File: src/rtl/regfile_arbiter.sv
// regfile_arbiter: shares the register-file write port between the CPU
// writeback path and a four-phase debug request channel. The CPU path has
// priority; a debug access takes the port only in a cycle where the CPU is
// not writing (or is being held off by cpu_stall).
//
// Build option: define RF_ARB_STALL_EN to enable the starvation guard. With
// it, a debug request denied STARVE_LIMIT times in a row raises cpu_stall so
// the debug access is guaranteed to complete. Without it, cpu_stall is tied
// low and a debug request waits for a cycle with cpu_we=0.
//
// Timing, with the request first seen in IDLE at rising edge N:
//   cycle after N   : WAIT, debug owns the write port if granted
//   cycle after N+1 : ACK, dbg_ack high, dbg_rdata valid
// i.e. the register-file write appears one cycle after dbg_req is raised
// and dbg_ack two cycles after it is raised.
//
// state  | meaning
// -------+-----------------------------------------------------------------
// IDLE   | no debug access pending; port follows the CPU
// WAIT   | request latched; waiting for a cycle in which the CPU yields
// ACK    | access done; dbg_ack held until dbg_req falls

module regfile_arbiter #(
    parameter int unsigned STARVE_LIMIT = 4
) (
    input  logic        clock,
    input  logic        reset,

    input  logic        cpu_we,
    input  logic [4:0]  cpu_waddr,
    input  logic [31:0] cpu_wdata,

    input  logic        dbg_req,
    input  logic        dbg_wr,
    input  logic [4:0]  dbg_addr,
    input  logic [31:0] dbg_wdata,
    output logic        dbg_ack,
    output logic [31:0] dbg_rdata,

    output logic        rf_we,
    output logic [4:0]  rf_waddr,
    output logic [31:0] rf_wdata,

    output logic [4:0]  rf_dbg_raddr,
    input  logic [31:0] rf_dbg_rdata,

    output logic        cpu_stall
);

    localparam logic [1:0] S_IDLE = 2'd0;
    localparam logic [1:0] S_WAIT = 2'd1;
    localparam logic [1:0] S_ACK  = 2'd2;

    logic [1:0]  state;
    logic        req_wr;
    logic [4:0]  req_addr;
    logic [31:0] req_wdata;
    logic        in_wait;
    logic        grant;

    assign in_wait = (state == S_WAIT);

    // Debug owns the port when waiting and the CPU is either idle or held off.
    assign grant = in_wait && (!cpu_we || cpu_stall);

    // Request sequencing, request-field capture and debug read-data capture.
    always_ff @(posedge clock or posedge reset) begin
        if (reset) begin
            state     <= S_IDLE;
            req_wr    <= 1'b0;
            req_addr  <= 5'd0;
            req_wdata <= 32'd0;
            dbg_ack   <= 1'b0;
            dbg_rdata <= 32'd0;
        end else begin
            case (state)
                S_IDLE: begin
                    if (dbg_req) begin
                        req_wr    <= dbg_wr;
                        req_addr  <= dbg_addr;
                        req_wdata <= dbg_wdata;
                        state     <= S_WAIT;
                    end
                end
                S_WAIT: begin
                    // A dropped dbg_req is ignored here: the access still
                    // completes and ACK then exits after a single cycle.
                    if (grant) begin
                        dbg_rdata <= rf_dbg_rdata;
                        dbg_ack   <= 1'b1;
                        state     <= S_ACK;
                    end
                end
                S_ACK: begin
                    if (!dbg_req) begin
                        dbg_ack <= 1'b0;
                        state   <= S_IDLE;
                    end
                end
                default: begin
                    dbg_ack <= 1'b0;
                    state   <= S_IDLE;
                end
            endcase
        end
    end

`ifdef RF_ARB_STALL_EN
    localparam logic [3:0] LIMIT    = 4'(STARVE_LIMIT);
    localparam logic [3:0] LIMIT_M1 = 4'(STARVE_LIMIT - 1);

    logic [3:0] starve_cnt;
    logic       denied;

    assign denied = in_wait && cpu_we && !cpu_stall;

    // Count consecutive denied cycles and hold the CPU off once the limit is hit.
    always_ff @(posedge clock or posedge reset) begin
        if (reset) begin
            starve_cnt <= 4'd0;
            cpu_stall  <= 1'b0;
        end else begin
            if ((state == S_IDLE) && dbg_req) begin
                starve_cnt <= 4'd0;
            end else if (denied && (starve_cnt != LIMIT)) begin
                starve_cnt <= starve_cnt + 4'd1;
            end

            // WAIT is left only through a grant, so that clears the stall.
            if (denied && (starve_cnt == LIMIT_M1)) begin
                cpu_stall <= 1'b1;
            end else if (grant) begin
                cpu_stall <= 1'b0;
            end
        end
    end
`else
    assign cpu_stall = 1'b0;
`endif

    // Debug read port looks at the live address until the request is latched.
    always_comb begin
        rf_dbg_raddr = req_addr;
        if (state == S_IDLE) begin
            rf_dbg_raddr = dbg_addr;
        end
    end

    // Write-port mux; register 0 is filtered on both paths.
    always_comb begin
        rf_we    = cpu_we && (cpu_waddr != 5'd0);
        rf_waddr = cpu_waddr;
        rf_wdata = cpu_wdata;
        if (grant) begin
            rf_we    = req_wr && (req_addr != 5'd0);
            rf_waddr = req_addr;
            rf_wdata = req_wdata;
        end
    end

endmodule

File: config.mk
export PLATFORM = sky130hd
export DESIGN_NAME = regfile_arbiter
export DESIGN_NICKNAME = d
export VERILOG_FILES = /design/src/rtl/regfile_arbiter.sv
export SDC_FILE = /design/constraint.sdc
export NUM_CORES = 1
export LEC_CHECK = 0
export CORE_ASPECT_RATIO = 1.4
export CORE_MARGIN = 4
export CORE_UTILIZATION = 42
export CTS_CLUSTER_SIZE = 10
export DETAILED_ROUTE_END_ITERATION = 7
export HOLD_SLACK_MARGIN = 0.15
export PLACE_DENSITY = 0.95
export REMOVE_ABC_BUFFERS = 1
export SLEW_MARGIN = 0
export SYNTH_ARGS = -nofsm -noshare
export SYNTH_HDL_FRONTEND = slang
export SYNTH_SLANG_ARGS = --single-unit
File: constraint.sdc
create_clock -name clock -period 5.6 [get_ports clock]
set_clock_uncertainty 0.2 [all_clocks]
set_input_delay 0.56 -clock clock [delete_from_list [all_inputs] [get_ports clock]]
set_output_delay 0.56 -clock clock [all_outputs]
set_load 0.03 [all_outputs]
### Word-level counts from Yosys, hierarchy flattened

Cells that the tools add are included.

* register bits after elaboration: 73
* input port bits: 111
* output and inout bits: 77
* logic and storage cells: 34

* eq/ne operators: 5
* multiplexer cells: 11
* bitwise gates (word level): 1
* reductions and logical operators: 11

Operator list (count)
* $mux W32: 1
* $mux W5: 2
* $reduce_bool A5 Y1: 2
* $mux W2: 3
* $pmux W2 S3: 1
* $reduce_and A3 Y1: 2
* $ne A2 B2 Y1 const B: 2
* $reduce_and A2 Y1: 2
* $logic_and A1 B1 Y1: 3
* $mux W1: 3
* $pmux W1 S3: 1
* $eq A2 B1 Y1 const B: 1
* $eq A2 B2 Y1 const B: 1
* $logic_not A2 Y1: 1
* $ne A2 B1 Y1 const B: 1
* $logic_not A1 Y1: 1
* $not A1 Y1: 1

### Longest topological paths before layout

Gate-level depths: netlist (run 1).

* depth after elaboration: 4
* mapped depth: 5
* mapped depth without buffers: 3

### Worst setup path after synthesis (run 1)

OpenSTA, ideal clock, no wires.

* kind: input to output
* start: input port cpu_we
* end: output port rf_wdata[1]
* arrival: 1537 ps
* required time: 4840 ps
* path slack: 3303 ps
* stages: 4
* path buffers: 2
* path through: nor3b_1 > buf_2 > buf_4 > mux2_1

* longest elaborated chain between the ends: 3

RTL lines
* from (decl): RTL line 29 `input logic cpu_we,`
* $logic_not A1 Y1: RTL line 64 `assign grant = in_wait && (!cpu_we || cpu_stall);`
* $logic_and A1 B1 Y1: RTL line 64
* $mux W32: RTL line 154 `if (grant) begin`
* to (decl): RTL line 42 `output logic [31:0] rf_wdata,`

Every way passes these cells.

### Worst setup path in the final report (run 1)

* start: input port cpu_we
* end: output port rf_wdata[9]

Same word-level chain as after synthesis.

==> results_dict.tcl, run 1 <==
set metrics [dict create \
    yosysUniqueCellTypes 22 \
    core_area_um2 7800 \
    viasPerCell 4.91 \
    ys_warn_count 0 \
    met2_usage_pct 35.1 \
    dieArea_um2 9610 \
    yosys.area.top_type "dfrtp_1" \
    cp_max_fo 42 \
    finalMaxSlewViolations 0 \
    clkTransAtPathRegs_ns 0.07 \
    fin_ws_ns 2.08 \
    wire_per_inst_um 17.5 \
    drtAntennaViolNets 0 \
    grt_usage_pct 18.9 \
    grt_first_pass_wirelength_mm 14.1 \
    hold_buffers 0 \
    ctsResizeCount 0 \
    drc 0 \
    fin_area_um2 5510 \
    pre_cts_ws_ns 2.07 \
    setup_viol 0 \
    hpwl_mm 6.98 \
    setup-tns-final_ns 0 \
    h-tree-depth 3 \
    critical_path_required_ns 4.84 \
    layout_min_cycle_time_ns 3.52 \
    ios 188 \
    rrSetupSlack_ns 3.48 \
    synth_edf_count 0 \
    async_flop_share_pct 100 \
    chipWidth_um 84.0 \
    clk_latency_ns 0.33 \
    drv_cap 0 \
    hold_viol 0 \
    cts_buffers 9 \
    finalCoreUtilization_pct 70.7 \
    syn-cell-area_um2 3400 \
    cts_sinks 73 \
    grt_overflow_total 0 \
    num_rows 38 \
    relSlewSlack_pct 41.6 \
    drtIter0Drc 56 \
    worstMarginPinSlew_ns 0.877 \
    rsz0062_at_grt "false" \
    vias 2489 \
    final_cell_mix "clkdlybuf4s50_1 (186), dfrtp_1 (73), mux2_2 (53)" \
    grtUsageMet3_pct 5.76 \
    layout_commonest_cell "clkdlybuf4s50_1" \
    cp-start-kind "input port" \
    syn2layout_area_growth_pct 62.3 \
    ys_seq_elements 73 \
    place_congestion 0.789 \
    die_height_um 114 \
    path_class "in -> out" \
    place_area_um2 5280 \
    status "finished, final reports clean" \
    power_density_nw_per_um2 496 \
    min_path_type "reg -> reg" \
    max-vdd-ir-drop_v 0.000286 \
    p_leak_nw 2.26 \
    synth_ff_type "dfrtp_1" \
    syn_inst 216 \
    grt_max_degree 74 \
    syn-mean-instance-area_um2 15.7 \
    synth_area_leaders "dfrtp_1 (54%), mux2_2 (18%), mux2_1 (13%)" \
    cts_tree "yes" \
    period_share_pct 62.9 \
    nets 514 \
    post-cts-setup-buffers 0 \
    drive_gt1_share_pct 23.1 \
    n_antenna_cell 0 \
    drt_pre_antenna_iters 4 \
    antenna_found_initial 0 \
    wl_mm 8.90 \
    synth_top_area_share_pct 53.8 \
    portBuffers 186 \
    cts_root_buf "clkbuf_8" \
    grt_busiest_layer "met2" \
    cp-end-kind "output port" \
    timing.fmax_mhz 284 \
    p_total_mw 2.74 \
    ys_seq_area_share_pct 53.8 \
    grt_pass1_vias 2772 \
    use_met1_pct 20.0 \
    clock_path_buffers 2 \
    initial_utilization_pct 43.5 \
    critPathArrivalTime_ns 2.76 \
]
final timing paths:
path,start,to,cells after the start
setup / recovery,cpu_we,rf_wdata[9],5
hold / removal,dbg_rdata[30],dbg_rdata[30],1
setup reg to reg,state[0],req_wdata[5],3
hold reg to reg,dbg_rdata[30],dbg_rdata[30],1
max in group asynchronous,reset,state[1],3
min in group asynchronous,reset,dbg_rdata[5],3
flip-flops by register name, indices dropped and copies added, names as in the netlist:
signal	count
req_addr	5
req_wr	1
dbg_rdata	32
req_wdata	32
state	2
dbg_ack	1
power by group:
| part | switching [mW] | internal [mW] |
|---|---|---|
| clock | 0.181 | 0.285 |
| combinational | 0.656 | 0.682 |
| sequential | 0.150 | 0.781 |
| total | 0.987 | 1.75 |
Yosys cell counts (all sizes together) (2+ instances only):
master  number
mux2       112
dfrtp       73
or4          2
nand2        3
nor2         2
buf         13
inv          2
through the flow:
| stage | hold WS [ns] | instances |
|---|---|---|
| floorplan | 0.275 | 203 |
| detailed placement | 0.278 | 492 |
| CTS | 0.294 | 507 |
| global placement | 0.268 | 492 |
| finish | 0.289 | 507 |
| global route | 0.307 | 507 |
worst max-delay path: stages:
cell and delay (ns):
clkdlybuf4s50_1 0.47, nor3b_2 0.23, buf_4 0.48, mux2_2 0.40, clkdlybuf4s50_1 0.59
cell type report:
cell class              instances  area [um2]
flip-flops and latches         73        1830
well taps                     100         125
fillers                       550        2290
clock buffers                  13         169
multi-input cells             128        1440
inverters                       2        7.51
repair buffers                189        1880
clock inverters                 2        60.1
cells by family (layout without fill, tap and decap cells):
logic type             after synthesis  count (layout)  synth area share (%)
other                                1               1                 0.110
flip-flops                          73              73                  53.8
AO/OA/AOI/OAI                        5               5                 0.921
buffers and inverters               15             206                  3.98
AND/OR/NAND/NOR                      9               9                  1.55
multiplexers                       113             113                  39.6
metal layers:
layer / part of all wire, % / vias to the layer above / wire [um]
met5: 0 / - / 0
met4: 1.8 / 0 / 161
met3: 6.5 / 15 / 582
met2: 57 / 115 / 5060
met1: 35 / 1221 / 3100
li1: - / 1138 / -
Power figures use the tool's default switching activity.
==> run 2, diff against run 1 <==
CORE_UTILIZATION = 35   (was 42)
PLACE_DENSITY = 0.87   (was 0.95)
clock period = 3 ns   (was 5.6 ns; I/O delays follow)
==> results_dict.tcl, run 2 (synthesis results as in run 1) <==
set metrics [dict create \
    status "finished, final reports clean" \
    num_rows 42 \
    layout_commonest_cell "clkdlybuf4s50_1" \
    wl_mm 8.72 \
    cp-start-kind "flip-flop" \
    place_congestion 0.726 \
    grt_pass1_vias 2889 \
    drv_cap 0 \
    grtUsageMet3_pct 3.08 \
    dieArea_um2 11400 \
    cts_sinks 73 \
    fin_ws_ns 0.180 \
    h-tree-depth 3 \
    grt_usage_pct 15.8 \
    min_path_type "in -> async" \
    pre_cts_ws_ns 0.169 \
    n_antenna_cell 0 \
    hold_buffers 0 \
    relSlewSlack_pct 54.6 \
    hold_viol 0 \
    dp_cells 504 \
    ctsResizeCount 0 \
    drive_gt1_share_pct 23.7 \
    cts_root_buf "clkbuf_16" \
    rrSetupSlack_ns 0.90 \
    drc 0 \
    syn2layout_area_growth_pct 65.9 \
    met2_usage_pct 28.6 \
    period_share_pct 94.0 \
    post-cts-setup-buffers 0 \
    viasPerCell 4.74 \
    grt_first_pass_wirelength_mm 14.4 \
    nFillCells 753 \
    drtAntennaViolNets 0 \
    finalMaxSlewViolations 0 \
    wire_per_inst_um 16.8 \
    clkTransAtPathRegs_ns 0.06 \
    initial_utilization_pct 35.9 \
    critPathArrivalTime_ns 2.32 \
    vias 2463 \
    rsz0062_at_grt "false" \
    hpwl_mm 6.84 \
    chipWidth_um 91.2 \
    max-vdd-ir-drop_v 0.000398 \
    die_height_um 125 \
    grt_busiest_layer "met2" \
    core_area_um2 9460 \
    clk_latency_ns 0.32 \
    worstMarginPinSlew_ns 0.679 \
    setup-tns-final_ns 0 \
    final_cell_mix "clkdlybuf4s50_1 (186), dfrtp_1 (73), mux2_2 (53)" \
    use_met1_pct 17.8 \
    critical_path_required_ns 2.50 \
    drtIter0Drc 36 \
    layout_min_cycle_time_ns 2.82 \
    cts_buffers 9 \
    cts_tree "yes" \
    cp_max_fo 34 \
    setup_viol 0 \
    p_leak_nw 2.30 \
    grt_max_degree 44 \
    biggestRegsByFlops "dbg_rdata: 32 flops, req_wdata: 32 flops, req_addr: 5 flops" \
    grt_overflow_total 0 \
    path_class "reg -> out" \
    finalCoreUtilization_pct 59.6 \
    clock_path_buffers 2 \
    portBuffers 186 \
    drt_pre_antenna_iters 4 \
    antenna_found_initial 0 \
    finalNonFillerCells 520 \
    ios 188 \
    timing.fmax_mhz 355 \
    nets 516 \
    power_density_nw_per_um2 939 \
    cp-end-kind "output port" \
]
-- run 2: area by class of cell --
type | count | area (um2) | area share (%)
timing repair buffer | 191 | 1920 | 34.2
sequential | 73 | 1830 | 32.4
multi-input combinational | 128 | 1440 | 25.5
clock buffer | 11 | 243 | 4.31
tap | 110 | 138 | 2.44
clock inverter | 5 | 55.1 | 0.977
inverter | 2 | 7.51 | 0.133
-- run 2: layer usage --
metal  routed length [um]  part of all wire [%]  vias up
met4                  206                   2.4        0
met1                 3320                    38     1193
met3                  456                   5.2       19
met2                 4740                    54      104
li1                     -                     -     1147
met5                    0                     0        -
-- run 2: worst paths after layout --
| path | from | to | cells past startpoint |
|---|---|---|---|
| min reg2reg | dbg_rdata[2] | dbg_rdata[2] | 1 |
| max reg2reg | state[0] | req_wdata[30] | 3 |
| max in group asynchronous | reset | dbg_rdata[7] | 3 |
| min in group clock | dbg_rdata[2] | dbg_rdata[2] | 1 |
| min | reset | dbg_rdata[4] | 2 |
| max | state[0] | rf_wdata[26] | 4 |
-- run 2: metrics by stage --
stage | power [mW] | area [um2] | hold slack, ns
finish | 5.29 | 5630 | 0.208
CTS | 5.37 | 5630 | 0.225
floorplan | 3.21 | 3270 | 0.235
detailed placement | 4.29 | 5340 | 0.276
global placement | 4.22 | 5340 | 0.267
global route | 5.57 | 5630 | 0.283
-- run 2: worst max-delay path, stage by stage (launching register included) --
cell and delay [ns]:
dfrtp_1 0.45, nor3b_2 0.32, buf_12 0.25, mux2_2 0.36
clkdlybuf4s50_1 0.60
-- run 2: power breakdown --
group | switching [mW] | total (mW) | leakage, nW | internal, mW
clock | 0.385 | 1.05 | 0.142 | 0.663
combinational | 1.22 | 2.51 | 1.31 | 1.29
sequential | 0.273 | 1.73 | 0.854 | 1.46
==> run 3, diff against run 2 <==
--- a/config.mk
+++ b/config.mk
@@ -18,2 +18,3 @@
 export SYNTH_HDL_FRONTEND = slang
 export SYNTH_SLANG_ARGS = --single-unit
+export TNS_END_PERCENT = 30
--- a/constraint.sdc
+++ b/constraint.sdc
@@ -3,3 +3,3 @@
 set_input_delay 0.3 -clock clock [delete_from_list [all_inputs] [get_ports clock]]
 set_output_delay 0.3 -clock clock [all_outputs]
-set_load 0.03 [all_outputs]
+set_load 0.005 [all_outputs]
==> results_dict.tcl, run 3 (synthesis results as in run 1) <==
set metrics [dict create \
    relSlewSlack_pct 55.7 \
    place_congestion 0.716 \
    dieArea_um2 11400 \
    grt_usage_pct 16.0 \
    cp-start-kind "input port" \
    drc 0 \
    min_path_type "in -> async" \
    post-cts-setup-buffers 0 \
    wire_per_inst_um 16.8 \
    rrSetupSlack_ns 0.83 \
    portBuffers 186 \
    path_class "in -> out" \
    rsz0062_at_grt "false" \
    grt_overflow_total 0 \
    drv_cap 0 \
    hold_buffers 0 \
    p_leak_nw 2.30 \
    die_height_um 125 \
    num_rows 42 \
    drtIter0Drc 31 \
    clock_path_buffers 2 \
    cts_tree "yes" \
    ctsResizeCount 0 \
    critical_path_required_ns 2.50 \
    final_cell_mix "clkdlybuf4s50_1 (186), dfrtp_1 (73), mux2_2 (53)" \
    n_antenna_cell 0 \
    antenna_found_initial 0 \
    initial_utilization_pct 35.9 \
    drtAntennaViolNets 0 \
    cp-end-kind "output port" \
    drive_gt1_share_pct 23.4 \
    h-tree-depth 3 \
    cts_buffers 9 \
    nets 516 \
    grt_pass1_vias 2825 \
    layout_commonest_cell "clkdlybuf4s50_1" \
    setup-tns-final_ns 0 \
    grt_first_pass_wirelength_mm 14.4 \
    clk_latency_ns 0.32 \
    cp_max_fo 11 \
    finalCoreUtilization_pct 59.2 \
    path_cells "clkdlybuf4s50_1, nor3b_2, buf_4, mux2_2, clkdlybuf4s50_1" \
    timing.fmax_mhz 362 \
    drt_pre_antenna_iters 2 \
    hold_viol 0 \
    critPathArrivalTime_ns 2.26 \
    cpPeakStageDelay_ns 0.48 \
    chipWidth_um 91.2 \
    critPathMostFrequentCell "clkdlybuf4s50_1" \
    clkTransAtPathRegs_ns 0.05 \
    syn2layout_area_growth_pct 64.8 \
    cts_root_buf "clkbuf_16" \
    hpwl_mm 6.82 \
    ios 188 \
    biggestRegsByFlops "dbg_rdata: 32 flops, req_wdata: 32 flops, req_addr: 5 flops" \
    power_density_nw_per_um2 804 \
    setup_viol 0 \
    core_area_um2 9460 \
    status "finished, final reports clean" \
    period_share_pct 92.1 \
    slowest_stage "clkdlybuf4s50_1" \
    finalMaxSlewViolations 0 \
    vias 2429 \
    layout_min_cycle_time_ns 2.76 \
    cts_sinks 73 \
    p_total_mw 4.50 \
    max-vdd-ir-drop_v 0.000405 \
    viasPerCell 4.67 \
    wl_mm 8.75 \
    grt_max_degree 39 \
    worstMarginPinSlew_ns 0.664 \
]
[run 3: cell types whose count changed in the layout (fill, tap and decap cells not counted), sizes merged]
cell | previous run | this run
bufinv | 1 | 0
clkbuf | 11 | 13
clkinvlp | 2 | 0
clkinv | 2 | 3
[run 3: power breakdown]
| group | switching, mW | internal (mW) | total (mW) |
|---|---|---|---|
| Clock | 0.375 | 0.600 | 0.976 |
| Combinational | 0.515 | 1.28 | 1.79 |
| Sequential | 0.273 | 1.46 | 1.73 |
[run 3: final cells by class]
| class | instances | area [um2] |
|---|---|---|
| Sequential cell | 73 | 1830 |
| Clock inverter | 3 | 15.0 |
| Fill cell | 767 | 3860 |
| Inverter | 2 | 7.51 |
| Tap cell | 110 | 138 |
| Clock buffer | 13 | 260 |
| Multi-Input combinational cell | 128 | 1440 |
| Timing Repair Buffer | 191 | 1910 |
[run 3: final timing paths]
| kind | startpoint | to | depth (start not counted) |
|---|---|---|---|
| min in group clock | dbg_rdata[13] | dbg_rdata[13] | 1 |
| setup reg to reg | state[0] | dbg_rdata[7] | 4 |
| hold reg to reg | dbg_rdata[13] | dbg_rdata[13] | 1 |
| max in group asynchronous | reset | dbg_rdata[18] | 3 |
| hold / removal | reset | dbg_rdata[8] | 2 |
| setup / recovery | cpu_we | rf_wdata[14] | 5 |
[run 3: critical path: cells and delay by family]
kind,cells,cell delay (ns)
AND/OR/NAND/NOR,1,0.39
multiplexers,1,0.35
buffers and inverters,3,1.22
[run 3: metrics by stage]
stage	std cells	hold slack [ns]	instance area, um2	setup slack, ns
global route	520	0.283	5600	0.0927
CTS	520	0.231	5600	0.236
finish	520	0.212	5600	0.238
global placement	504	0.268	5320	0.273
floorplan	203	0.235	3270	-3.99
detailed placement	504	0.274	5320	0.243
[run 3: metal layers]
metal  share of wire (%)  up-vias  GRT usage [%]
met1                  39     1174           17.8
met5                   0        -              0
met4                 1.3        0           5.33
met2                  54      101           28.8
li1                    -     1146              -
met3                 5.8        8           4.71
